`src/rtl/memory_controller_if.sv`:
```
// rtl/memory_controller_if.sv - core-side request/response bus of the memory controller
interface memory_controller_if;
  logic        memory_enable;
  logic        memory_command;
  logic [31:0] read_memory_address;
  logic [31:0] write_memory_address;
  logic [31:0] write_memory_data;
  logic [31:0] write_memory_mask;
  logic        memory_ready;
  logic        memory_valid;
  logic [31:0] read_memory_data;
  logic        bus_error;

  modport master (
    output memory_enable, memory_command, read_memory_address, write_memory_address,
           write_memory_data, write_memory_mask,
    input  memory_ready, memory_valid, read_memory_data, bus_error
  );

  modport slave (
    input  memory_enable, memory_command, read_memory_address, write_memory_address,
           write_memory_data, write_memory_mask,
    output memory_ready, memory_valid, read_memory_data, bus_error
  );
endinterface

```
`src/rtl/memory_controller.sv`:
```
// rtl/memory_controller.sv - single-outstanding core-to-SRAM controller with range checking
module memory_controller #(
  parameter logic [31:0] BASE_ADDRESS = 32'h0000_0000,
  parameter int          MEMORY_WORDS = 4096,
  parameter int          READ_LATENCY = 2,
  localparam int         ADDR_WIDTH   = $clog2(MEMORY_WORDS)
) (
  input  logic                  clk,
  input  logic                  reset,
  memory_controller_if.slave    bus,
  output logic                  sram_enable,
  output logic                  sram_write,
  output logic [ADDR_WIDTH-1:0] sram_address,
  output logic [31:0]           sram_write_data,
  output logic [31:0]           sram_write_mask,
  input  logic [31:0]           sram_read_data,
  output logic [1:0]            debug_state
);

  typedef enum logic [1:0] {
    IDLE    = 2'd0,
    ISSUE   = 2'd1,
    WAIT    = 2'd2,
    RESPOND = 2'd3
  } state_t;

  // Window bounds kept at 33 bits so a window touching 2^32 never wraps.
  localparam logic [32:0] RANGE_LO = {1'b0, BASE_ADDRESS};
  localparam logic [32:0] RANGE_HI = RANGE_LO + (33'(MEMORY_WORDS) << 2);

  state_t      state;
  logic        command_q;
  logic [31:0] address_q;
  logic [31:0] data_q;
  logic [31:0] mask_q;
  logic        in_range_q;
  logic [2:0]  wait_count;
  logic        ready_q;
  logic        valid_q;
  logic        error_q;
  logic [31:0] rdata_q;

  logic [31:0] selected_address;
  logic        selected_in_range;
  logic [31:0] address_offset;

  assign selected_address  = bus.memory_command ? bus.write_memory_address
                                                : bus.read_memory_address;
  assign selected_in_range = ({1'b0, selected_address} >= RANGE_LO) &&
                             ({1'b0, selected_address} <  RANGE_HI);

  // Byte offset into the window; the two lane bits drop out in the shift.
  assign address_offset  = address_q - BASE_ADDRESS;
  assign sram_address    = ADDR_WIDTH'(address_offset >> 2);
  assign sram_write_data = data_q;
  assign sram_write_mask = mask_q;
  assign debug_state     = state;

  assign bus.memory_ready     = ready_q;
  assign bus.memory_valid     = valid_q;
  assign bus.bus_error        = error_q;
  assign bus.read_memory_data = rdata_q;

  // Request FSM: capture on accept, one SRAM strobe, latency wait, one-cycle response.
  always_ff @(posedge clk or negedge reset) begin
    if (!reset) begin
      state       <= IDLE;
      command_q   <= 1'b0;
      address_q   <= '0;
      data_q      <= '0;
      mask_q      <= '0;
      in_range_q  <= 1'b0;
      wait_count  <= '0;
      ready_q     <= 1'b1;
      valid_q     <= 1'b0;
      error_q     <= 1'b0;
      rdata_q     <= '0;
      sram_enable <= 1'b0;
      sram_write  <= 1'b0;
    end else begin
      sram_enable <= 1'b0;
      sram_write  <= 1'b0;
      valid_q     <= 1'b0;
      error_q     <= 1'b0;
      case (state)
        IDLE: begin
          if (bus.memory_enable && ready_q) begin
            command_q   <= bus.memory_command;
            address_q   <= selected_address;
            data_q      <= bus.write_memory_data;
            mask_q      <= bus.write_memory_mask;
            in_range_q  <= selected_in_range;
            sram_enable <= selected_in_range;
            sram_write  <= selected_in_range & bus.memory_command;
            ready_q     <= 1'b0;
            state       <= ISSUE;
          end
        end
        ISSUE: begin
          if (command_q) begin
            valid_q <= 1'b1;
            error_q <= ~in_range_q;
            state   <= RESPOND;
          end else begin
            wait_count <= 3'(READ_LATENCY - 1);
            state      <= WAIT;
          end
        end
        WAIT: begin
          if (wait_count == 3'd0) begin
            rdata_q <= in_range_q ? sram_read_data : 32'h0;
            valid_q <= 1'b1;
            error_q <= ~in_range_q;
            state   <= RESPOND;
          end else begin
            wait_count <= wait_count - 3'd1;
          end
        end
        RESPOND: begin
          ready_q <= 1'b1;
          state   <= IDLE;
        end
        default: state <= IDLE;
      endcase
    end
  end

endmodule

```
`src/flat_wrapper.sv`:
```
// flat-port wrapper written by rule: the top's interface ports become plain ports
module memory_controller_flat 
#(
  parameter logic [31:0] BASE_ADDRESS = 32'h0000_0000,
  parameter int          MEMORY_WORDS = 4096,
  parameter int          READ_LATENCY = 2,
  localparam int         ADDR_WIDTH   = $clog2(MEMORY_WORDS)
)
  (clk, reset, sram_enable, sram_write, sram_address, sram_write_data, sram_write_mask, sram_read_data, debug_state, bus_memory_enable, bus_memory_command, bus_read_memory_address, bus_write_memory_address, bus_write_memory_data, bus_write_memory_mask, bus_memory_ready, bus_memory_valid, bus_read_memory_data, bus_bus_error);
  memory_controller_if bus_i ();
  input  logic clk;
  input  logic reset;
  output logic sram_enable;
  output logic sram_write;
  output logic [ADDR_WIDTH-1:0] sram_address;
  output logic [31:0] sram_write_data;
  output logic [31:0] sram_write_mask;
  input  logic [31:0] sram_read_data;
  output logic [1:0] debug_state;
  input wire logic [$bits(bus_i.memory_enable)-1:0] bus_memory_enable;
  input wire logic [$bits(bus_i.memory_command)-1:0] bus_memory_command;
  input wire logic [$bits(bus_i.read_memory_address)-1:0] bus_read_memory_address;
  input wire logic [$bits(bus_i.write_memory_address)-1:0] bus_write_memory_address;
  input wire logic [$bits(bus_i.write_memory_data)-1:0] bus_write_memory_data;
  input wire logic [$bits(bus_i.write_memory_mask)-1:0] bus_write_memory_mask;
  output wire logic [$bits(bus_i.memory_ready)-1:0] bus_memory_ready;
  output wire logic [$bits(bus_i.memory_valid)-1:0] bus_memory_valid;
  output wire logic [$bits(bus_i.read_memory_data)-1:0] bus_read_memory_data;
  output wire logic [$bits(bus_i.bus_error)-1:0] bus_bus_error;
  assign bus_i.memory_enable = bus_memory_enable;
  assign bus_i.memory_command = bus_memory_command;
  assign bus_i.read_memory_address = bus_read_memory_address;
  assign bus_i.write_memory_address = bus_write_memory_address;
  assign bus_i.write_memory_data = bus_write_memory_data;
  assign bus_i.write_memory_mask = bus_write_memory_mask;
  assign bus_memory_ready = bus_i.memory_ready;
  assign bus_memory_valid = bus_i.memory_valid;
  assign bus_read_memory_data = bus_i.read_memory_data;
  assign bus_bus_error = bus_i.bus_error;
  memory_controller #(.BASE_ADDRESS(BASE_ADDRESS), .MEMORY_WORDS(MEMORY_WORDS), .READ_LATENCY(READ_LATENCY)) u_core (.clk(clk), .reset(reset), .bus(bus_i), .sram_enable(sram_enable), .sram_write(sram_write), .sram_address(sram_address), .sram_write_data(sram_write_data), .sram_write_mask(sram_write_mask), .sram_read_data(sram_read_data), .debug_state(debug_state));
endmodule
```
`config.mk`:
```
export PLATFORM = sky130hd
export DESIGN_NAME = memory_controller_flat
export DESIGN_NICKNAME = d
export VERILOG_FILES = /design/src/rtl/memory_controller_if.sv /design/src/rtl/memory_controller.sv /design/src/flat_wrapper.sv
export SDC_FILE = /design/constraint.sdc
export NUM_CORES = 1
export LEC_CHECK = 0
export ABC_CLOCK_PERIOD_IN_PS = 3800
export CAP_MARGIN = 0
export CORE_ASPECT_RATIO = 0.9
export CORE_MARGIN = 3
export CORE_UTILIZATION = 42
export CTS_BUF_LIST = sky130_fd_sc_hd__clkbuf_4 sky130_fd_sc_hd__clkbuf_8
export DETAILED_ROUTE_END_ITERATION = 12
export PLACE_DENSITY = 0.95
export SYNTH_ARGS = -nofsm -noshare
export SYNTH_HDL_FRONTEND = slang
export SYNTH_SLANG_ARGS = --single-unit
```
`constraint.sdc`:
```
create_clock -name clk -period 3.8 [get_ports clk]
set_input_delay 0.76 -clock clk [delete_from_list [all_inputs] [get_ports clk]]
set_output_delay 0.76 -clock clk [all_outputs]
set_load 0.02 [all_outputs]
```
==> results of run 1 <==
cell usage after synthesis (all sizes together):
library cell / instances
inv: 8
a21boi: 1
buf: 14
nor4: 9
nand3b: 1
nand2b: 2
nand3: 3
dfstp: 1
o211ai: 1
a21oi: 2
nor2: 3
mux2: 64
nand4: 2
nand2: 87
o21ai: 48
a22oi: 1
and3b: 1
a211o: 1
or4: 1
nor3: 1
o22a: 1
mux2i: 12
clkbuf: 8
ha: 6
a31oi: 2
dfrtp: 119
power breakdown:
group          leakage (nW)  internal (mW)  switching, mW
clock network         0.263           1.02          0.512
registers              1.52           1.73          0.267
logic                  1.71           1.28           1.17
cell type report:
type,count,area (µm²)
clock buffers,20,269
clock inverters,12,269
fillers,693,2780
inverters,8,30.0
multi-input cells,249,1700
flip-flops and latches,120,3000
well taps,152,190
repair buffers,278,2800
stage by stage:
stage	hold WS [ns]	setup slack [ns]	std cells	total power, mW
2_1_floorplan	0.450	2.05	399	3.17
3_3_place_gp	0.462	1.12	807	4.34
3_5_place_dp	0.469	1.08	807	4.46
4_1_cts	0.360	1.35	839	6.03
5_1_grt	0.384	1.33	839	6.25
6_report	0.356	1.39	839	5.98
worst reg2reg max path, cell delays in order, from the launching register on:
cell      delay (ns)
dfrtp_1         0.48
inv_1           0.12
ha_1            0.30
nand3b_1        0.16
buf_4           0.33
nand3_1         0.24
a211o_1         0.34
worst paths after layout:
check | slack [ns] | start | to
worst min register to register | 0.47 | u_core.bus.read_memory_data[22] | u_core.bus.read_memory_data[22]
worst min-delay path | 0.36 | reset | u_core.sram_write_mask[16]
min in group clk | 0.47 | u_core.bus.read_memory_data[22] | u_core.bus.read_memory_data[22]
worst max register to register | 1.72 | u_core.debug_state[0] | u_core.wait_count[2]
worst max-delay path | 1.39 | u_core.bus.memory_ready | bus_memory_ready
max in group asynchronous | 2.58 | reset | u_core.bus.memory_ready
sequential cells by signal (all words and copies together) (netlist names):
register	count
u_core.address_q	12
u_core.bus.bus_error	1
u_core.bus.memory_ready	1
u_core.bus.memory_valid	1
u_core.bus.read_memory_data	32
u_core.command_q	1
u_core.debug_state	2
u_core.in_range_q	1
u_core.sram_enable	1
u_core.sram_write	1
u_core.sram_write_data	32
u_core.sram_write_mask	32
u_core.wait_count	3
cells in the final DEF (no fill, tap or decap), types with 2 or more instances in the layout:
cell type        netlist  routed
clkdlybuf4s50_1        0     273
dfrtp_1              119     119
nand2_1               87      87
mux2_2                59      59
o21ai_0               48      48
clkbuf_8               0      19
mux2i_1               12      12
inv_1                  8       8
nor4_1                 8       8
bufinv_16              0       8
ha_1                   6       6
mux2_1                 5       5
nor2_1                 3       3
buf_4                  0       3
nand4_1                2       2
nand3_1                2       2
nand2b_1               2       2
a31oi_1                2       2
a21oi_1                2       2
clkinvlp_4             0       2
buf_12                 0       2
routing by layer:
layer | global-route usage | routed length [µm] | up-vias
met5 | 0 | 0 | -
met4 | 0.0778 | 258 | 0
met3 | 0.0956 | 1250 | 22
met2 | 0.426 | 8120 | 199
met1 | 0.249 | 5350 | 2002
li1 | - | - | 1920
cell families (layout without fill, tap and decap cells):
group                    count (synthesis)  in the layout  synth area share
AO/OA/AOI/OAI                           57             57            0.0627
adder cells (fa/ha/maj)                  6              6            0.0156
buffers and inverters                   30            318            0.0270
flip-flops                             120            120             0.622
multiplexers                            76             76             0.174
AND/OR/NAND/NOR                        110            110            0.0982
==> impl_results.html, run 1 <==
<table>
<tr><th>Metric</th><th>Value</th></tr>
<tr><th colspan="2">Run status</th></tr>
<tr><td>Run status</td><td>finished, final reports clean</td></tr>
<tr><th colspan="2">Routing</th></tr>
<tr><td>Average vias per placed instance</td><td>4.94</td></tr>
<tr><td>Post-route DRC violation count</td><td>0</td></tr>
<tr><td>Residual antenna-violating net count after detailed routing</td><td>0</td></tr>
<tr><td>Detail-routed net length per standard cell</td><td>17.8 µm</td></tr>
<tr><td>Iteration-0 DRC Markers</td><td>296</td></tr>
<tr><td>Total vias in the final route</td><td>4143</td></tr>
<tr><td>Pre-Repair DR Iteration Count</td><td>4</td></tr>
<tr><td>Total routed wirelength</td><td>15000 µm</td></tr>
<tr><th colspan="2">GRT</th></tr>
<tr><td>First-pass GRT wire length</td><td>23500 µm</td></tr>
<tr><td>Via count of the first global-routing pass</td><td>4464</td></tr>
<tr><td>Pin count of the biggest net entering global routing</td><td>73</td></tr>
<tr><td>Antenna violations before repair</td><td>0</td></tr>
<tr><td>Total global routing overflow</td><td>0</td></tr>
<tr><td>Total global routing track utilization</td><td>0.235</td></tr>
<tr><th colspan="2">Floorplan</th></tr>
<tr><td>Row Count</td><td>36</td></tr>
<tr><td>Die Outline Area</td><td>12800 µm²</td></tr>
<tr><td>Starting utilization of the core area</td><td>0.437</td></tr>
<tr><td>X dimension of the die</td><td>119 µm</td></tr>
<tr><td>Die span in y</td><td>between 100 and 150 µm</td></tr>
<tr><td>Ports placed on the boundary</td><td>279</td></tr>
<tr><td>Floorplan core area</td><td>11000 µm²</td></tr>
<tr><th colspan="2">Yosys</th></tr>
<tr><td>Number of register bits inferred by synthesis</td><td>120</td></tr>
<tr><td>Cell taking the most area after synthesis</td><td>dfrtp_1</td></tr>
<tr><td>Share of the synthesized area in the top cell type</td><td>0.617</td></tr>
<tr><td>Post-synth design cell area</td><td>4830 µm²</td></tr>
<tr><td>Top cells by area in the synthesized netlist</td><td>dfrtp_1 62%, mux2_2 14%, nand2_1 6.8%</td></tr>
<tr><td>Share of the yosys chip area belonging to registers</td><td>0.622</td></tr>
<tr><td>Cells after Synth</td><td>399</td></tr>
<tr><td>Avg Inst Size Synth</td><td>12.1 µm²</td></tr>
<tr><td>Count of distinct cell types in the synthesized netlist</td><td>29</td></tr>
<tr><td>Yosys warning count</td><td>0</td></tr>
<tr><td>Number of nets produced by synthesis</td><td>569</td></tr>
<tr><th colspan="2">Layout</th></tr>
<tr><td>Post-route cell area</td><td>roughly 8300 µm²</td></tr>
<tr><td>Total inserted antenna cells</td><td>0</td></tr>
<tr><td>Fraction of layout cells with a size suffix above 1</td><td>0.144</td></tr>
<tr><td>Final layout net count</td><td>844</td></tr>
<tr><td>Post-layout util</td><td>0.748</td></tr>
<tr><td>Signed area change from the synthesized netlist to the final layout</td><td>71.1%</td></tr>
<tr><th colspan="2">Clock network</th></tr>
<tr><td>Setup repair bufs after CTS</td><td>0</td></tr>
<tr><td>Clock insertion delay at the later pin of the skew report</td><td>around 0.44 ns</td></tr>
<tr><td>Clock tree root buffer cell</td><td>clkbuf_8</td></tr>
<tr><td>Worst-path clk slew</td><td>0.08 ns</td></tr>
<tr><td>Cts repair resizes</td><td>0</td></tr>
<tr><td>CTS tree</td><td>done</td></tr>
<tr><td>Max H-tree Level</td><td>4</td></tr>
<tr><td>Number of sinks handled by clock tree synthesis</td><td>120</td></tr>
<tr><td>Buffers from clock root to sink, at most</td><td>2</td></tr>
<tr><td>Number of buffers inserted by hold repair at cts</td><td>0</td></tr>
<tr><td>Inserted Clock Buffers</td><td>17</td></tr>
<tr><th colspan="2">STA</th></tr>
<tr><td>Min cycle time layout</td><td>2.41 ns</td></tr>
<tr><td>Number of endpoints failing setup at the final stage</td><td>0</td></tr>
<tr><td>Slew Viols, Final</td><td>0</td></tr>
<tr><td>Final critical-path share of the clock period</td><td>0.635</td></tr>
<tr><td>Achievable clock frequency</td><td>slightly above 400 MHz</td></tr>
<tr><td>Unrepaired setup endpoints after global routing</td><td>false</td></tr>
<tr><td>Fin. Hold Viols</td><td>0</td></tr>
<tr><td>Clock Skew</td><td>a little over 0.009 ns</td></tr>
<tr><td>Measured slew at the worst slew-check pin</td><td>1.07 ns</td></tr>
<tr><td>Max_slew headroom</td><td>0.284</td></tr>
<tr><td>Sum Neg Setup Slack</td><td>0 ns</td></tr>
<tr><th colspan="2">Run</th></tr>
<tr><td>Max-cap viol count</td><td>0</td></tr>
<tr><th colspan="2">Setup path</th></tr>
<tr><td>Path depth of the worst reg2reg path</td><td>6</td></tr>
<tr><td>Endpoint type of the worst setup path</td><td>output port</td></tr>
<tr><td>Maximum fanout encountered on the critical timing path</td><td>5</td></tr>
<tr><td>Kind of cell with the highest combined delay on the critical path</td><td>buffers and inverters</td></tr>
<tr><td>Critical path's slowest cell</td><td>clkdlybuf4s50_1</td></tr>
<tr><td>Kind of start point of the critical path</td><td>register</td></tr>
<tr><td>Data required time at the worst endpoint</td><td>~3.0 ns</td></tr>
<tr><td>Cell breakdown of the critical path</td><td>clkdlybuf4s50_1</td></tr>
<tr><td>Critical path depth in cells</td><td>1</td></tr>
<tr><td>Sum of buffers and inverters on the critical path</td><td>1</td></tr>
<tr><td>Slowest stage delay, CP</td><td>0.63 ns</td></tr>
<tr><td>Worst path arrival time</td><td>1.65 ns</td></tr>
<tr><td>Critical Setup Path Class</td><td>register to output port</td></tr>
<tr><th colspan="2">Pwr</th></tr>
<tr><td>Worst IR drop on VDD</td><td>0.440 mV</td></tr>
<tr><td>Power per unit of standard cell area</td><td>about 720 nW/µm²</td></tr>
<tr><td>Leakage power figure</td><td>3.49 nW</td></tr>
<tr><th colspan="2">Placed design</th></tr>
<tr><td>Count of port buffers added during placement</td><td>274</td></tr>
<tr><td>Placed cell areas</td><td>7720 µm²</td></tr>
<tr><td>Final HPWL from detailed placement</td><td>11300 µm</td></tr>
<tr><td>Placer's final routability congestion estimate</td><td>0.795</td></tr>
<tr><th colspan="2">Worst hold path</th></tr>
<tr><td>Hold Path Class</td><td>input port to asynchronous set/reset pin</td></tr>
</table>
No activity file was read; power rests on OpenSTA's default activity.
==> run 2, diff against run 1 <==
Settings changed: ABC_CLOCK_PERIOD_IN_PS 3800 to 2000, CORE_UTILIZATION 42 to 35, PLACE_DENSITY 0.95 to 0.88.
Clock period 3.8 ns to 2 ns, I/O delays scaled along.
==> impl_results.html, run 2 (synthesis results as in run 1) <==
<table>
<tr><th>Metric</th><th>Value</th></tr>
<tr><th colspan="2">Setup path</th></tr>
<tr><td>Maximum fanout encountered on the critical timing path</td><td>5 (unchanged)</td></tr>
<tr><td>Critical Setup Path Class</td><td>register to output port</td></tr>
<tr><td>Path depth of the worst reg2reg path</td><td>5 (-1)</td></tr>
<tr><td>Critical path's slowest cell</td><td>clkdlybuf4s50_1</td></tr>
<tr><td>Data required time at the worst endpoint</td><td>1.60 ns (-1.44 ns)</td></tr>
<tr><td>Slowest stage delay, CP</td><td>0.64 ns (about the same)</td></tr>
<tr><td>Critical path depth in cells</td><td>1 (unchanged)</td></tr>
<tr><td>Kind of start point of the critical path</td><td>register</td></tr>
<tr><td>Endpoint type of the worst setup path</td><td>output port</td></tr>
<tr><td>Kind of cell with the highest combined delay on the critical path</td><td>buffers and inverters</td></tr>
<tr><td>Cell breakdown of the critical path</td><td>clkdlybuf4s50_1</td></tr>
<tr><td>Sum of buffers and inverters on the critical path</td><td>1 (unchanged)</td></tr>
<tr><td>Worst path arrival time</td><td>1.50 ns (-0.15 ns)</td></tr>
<tr><th colspan="2">STA</th></tr>
<tr><td>Slew Viols, Final</td><td>0 (unchanged)</td></tr>
<tr><td>Min cycle time layout</td><td>between 1.5 and 2 ns</td></tr>
<tr><td>Final critical-path share of the clock period</td><td>0.950</td></tr>
<tr><td>Number of endpoints failing setup at the final stage</td><td>0 (unchanged)</td></tr>
<tr><td>Measured slew at the worst slew-check pin</td><td>0.634 ns (-0.441 ns)</td></tr>
<tr><td>Fin. Hold Viols</td><td>0 (unchanged)</td></tr>
<tr><td>Unrepaired setup endpoints after global routing</td><td>false</td></tr>
<tr><td>Clock Skew</td><td>0.0112 ns (+0.00193 ns)</td></tr>
<tr><td>Achievable clock frequency</td><td>between 500 and 600 MHz</td></tr>
<tr><td>Final Hold Slack</td><td>0.0441 ns (-0.312 ns)</td></tr>
<tr><td>Max_slew headroom</td><td>0.578 (+0.294)</td></tr>
<tr><th colspan="2">Floorplan</th></tr>
<tr><td>Die span in y</td><td>117 µm (+9.0%)</td></tr>
<tr><td>Floorplan core area</td><td>13400 µm² (+22%)</td></tr>
<tr><td>X dimension of the die</td><td>130 µm (+9.1%)</td></tr>
<tr><td>Row Count</td><td>40 (+11%)</td></tr>
<tr><td>Ports placed on the boundary</td><td>279 (unchanged)</td></tr>
<tr><td>Starting utilization of the core area</td><td>0.360 (-0.0775)</td></tr>
<tr><td>Die Outline Area</td><td>15200 µm² (+19%)</td></tr>
<tr><th colspan="2">Clock network</th></tr>
<tr><td>Worst-path clk slew</td><td>0.08 ns (about the same)</td></tr>
<tr><td>Inserted Clock Buffers</td><td>17 (unchanged)</td></tr>
<tr><td>CTS tree</td><td>done</td></tr>
<tr><td>Number of buffers inserted by hold repair at cts</td><td>0 (unchanged)</td></tr>
<tr><td>Cts repair resizes</td><td>1 (+1)</td></tr>
<tr><td>Clock insertion delay at the later pin of the skew report</td><td>0.43 ns (about the same)</td></tr>
<tr><td>Number of sinks handled by clock tree synthesis</td><td>120 (unchanged)</td></tr>
<tr><td>Buffers from clock root to sink, at most</td><td>2 (unchanged)</td></tr>
<tr><td>Clock tree root buffer cell</td><td>clkbuf_8</td></tr>
<tr><td>Max H-tree Level</td><td>4 (unchanged)</td></tr>
<tr><td>Setup repair bufs after CTS</td><td>0 (unchanged)</td></tr>
<tr><th colspan="2">Routing</th></tr>
<tr><td>Average vias per placed instance</td><td>4.71 (-4.6%)</td></tr>
<tr><td>Iteration-0 DRC Markers</td><td>148 (-50%)</td></tr>
<tr><td>Residual antenna-violating net count after detailed routing</td><td>0 (unchanged)</td></tr>
<tr><td>Post-route DRC violation count</td><td>0 (unchanged)</td></tr>
<tr><td>Total vias in the final route</td><td>4062 (-2.0%)</td></tr>
<tr><td>Pre-Repair DR Iteration Count</td><td>4 (unchanged)</td></tr>
<tr><td>Total routed wirelength</td><td>14000 µm (-6.8%)</td></tr>
<tr><td>Detail-routed net length per standard cell</td><td>16.2 µm (-9.3%)</td></tr>
<tr><th colspan="2">GRT</th></tr>
<tr><td>Antenna violations before repair</td><td>0 (unchanged)</td></tr>
<tr><td>Total global routing track utilization</td><td>0.189 (-0.0469)</td></tr>
<tr><td>First-pass GRT wire length</td><td>22300 µm (-4.8%)</td></tr>
<tr><td>Pin count of the biggest net entering global routing</td><td>121 (+66%)</td></tr>
<tr><td>Total global routing overflow</td><td>0 (unchanged)</td></tr>
<tr><td>Via count of the first global-routing pass</td><td>4289 (-3.9%)</td></tr>
<tr><th colspan="2">Layout</th></tr>
<tr><td>Post-route cell area</td><td>8310 µm² (+0.67%)</td></tr>
<tr><td>Commonest cells after routing, fill and taps aside</td><td>271 x clkdlybuf4s50_1, 119 x dfrtp_1, 87 x nand2_1</td></tr>
<tr><td>Number of inserted filler cells in the final layout</td><td>1027 (+48%)</td></tr>
<tr><td>Final layout net count</td><td>851 (+0.83%)</td></tr>
<tr><td>Fraction of layout cells with a size suffix above 1</td><td>0.153 (+0.00863)</td></tr>
<tr><td>Signed area change from the synthesized netlist to the final layout</td><td>72.2%</td></tr>
<tr><td>Leading cell type in the layout, fill and taps excluded</td><td>clkdlybuf4s50_1</td></tr>
<tr><td>Total inserted antenna cells</td><td>0 (unchanged)</td></tr>
<tr><th colspan="2">Placed design</th></tr>
<tr><td>Placer's final routability congestion estimate</td><td>0.811 (+2.1%)</td></tr>
<tr><td>Placed cell areas</td><td>7830 µm² (+1.4%)</td></tr>
<tr><td>Final HPWL from detailed placement</td><td>10800 µm (-4.7%)</td></tr>
<tr><td>Count of port buffers added during placement</td><td>274 (unchanged)</td></tr>
<tr><th colspan="2">Pwr</th></tr>
<tr><td>Leakage power figure</td><td>3.52 nW (+0.88%)</td></tr>
<tr><td>Worst IR drop on VDD</td><td>0.782 mV (+78%)</td></tr>
<tr><td>Power per unit of standard cell area</td><td>1330 nW/µm² (+84%)</td></tr>
<tr><th colspan="2">Run status</th></tr>
<tr><td>Run status</td><td>finished, final reports clean</td></tr>
<tr><th colspan="2">Run</th></tr>
<tr><td>Max-cap viol count</td><td>0 (unchanged)</td></tr>
<tr><th colspan="2">Worst hold path</th></tr>
<tr><td>Hold Path Class</td><td>input port to asynchronous set/reset pin</td></tr>
</table>
==> run 2: where the power goes <==
part | leakage, nW | switching (mW) | internal, mW
Combinational | 1.77 | 2.21 | 2.49
Clock | 0.233 | 1.01 | 1.62
Sequential | 1.52 | 0.481 | 3.28
==> run 2: worst paths after layout <==
kind	start	to	slack (ns)
max in group asynchronous	reset	u_core.sram_enable	1.47
min reg2reg	u_core.address_q[13]	u_core.address_q[13]	0.48
max reg2reg	u_core.debug_state[1]	u_core.sram_write_mask[30]	0.23
min	reset	u_core.sram_write_data[3]	0.04
max	u_core.debug_state[1]	debug_state[1]	0.1
min in group clk	u_core.address_q[13]	u_core.address_q[13]	0.48
==> run 2: routing by layer <==
metal	vias up	GRT usage	wire length, µm
met3	31	0.0615	1040
met1	1934	0.214	5270
li1	1930	-	-
met5	-	0	0
met2	167	0.324	7280
met4	0	0.0766	369
==> run 2: per-stage QoR <==
stage	std cells	util	setup WS (ns)	power, mW	setup TNS, ns
2_1_floorplan	399	-	0.288	6.03	0
3_3_place_gp	830	0.584	-0.00332	8.35	-0.00332
3_5_place_dp	830	0.584	-0.0235	8.53	-0.0235
4_1_cts	862	0.620	0.0252	11.2	0
5_1_grt	862	0.620	0.0346	11.7	0
6_report	862	0.620	0.0999	11.1	0
==> run 2: layout make-up <==
class,count,area (µm²),share of cell area
multi-input cells,249,1700,0.205
repair buffers,285,2890,0.347
inverters,8,30.0,0.00361
clock inverters,15,248,0.0298
well taps,168,210,0.0253
flip-flops and latches,120,3000,0.361
clock buffers,17,234,0.0281
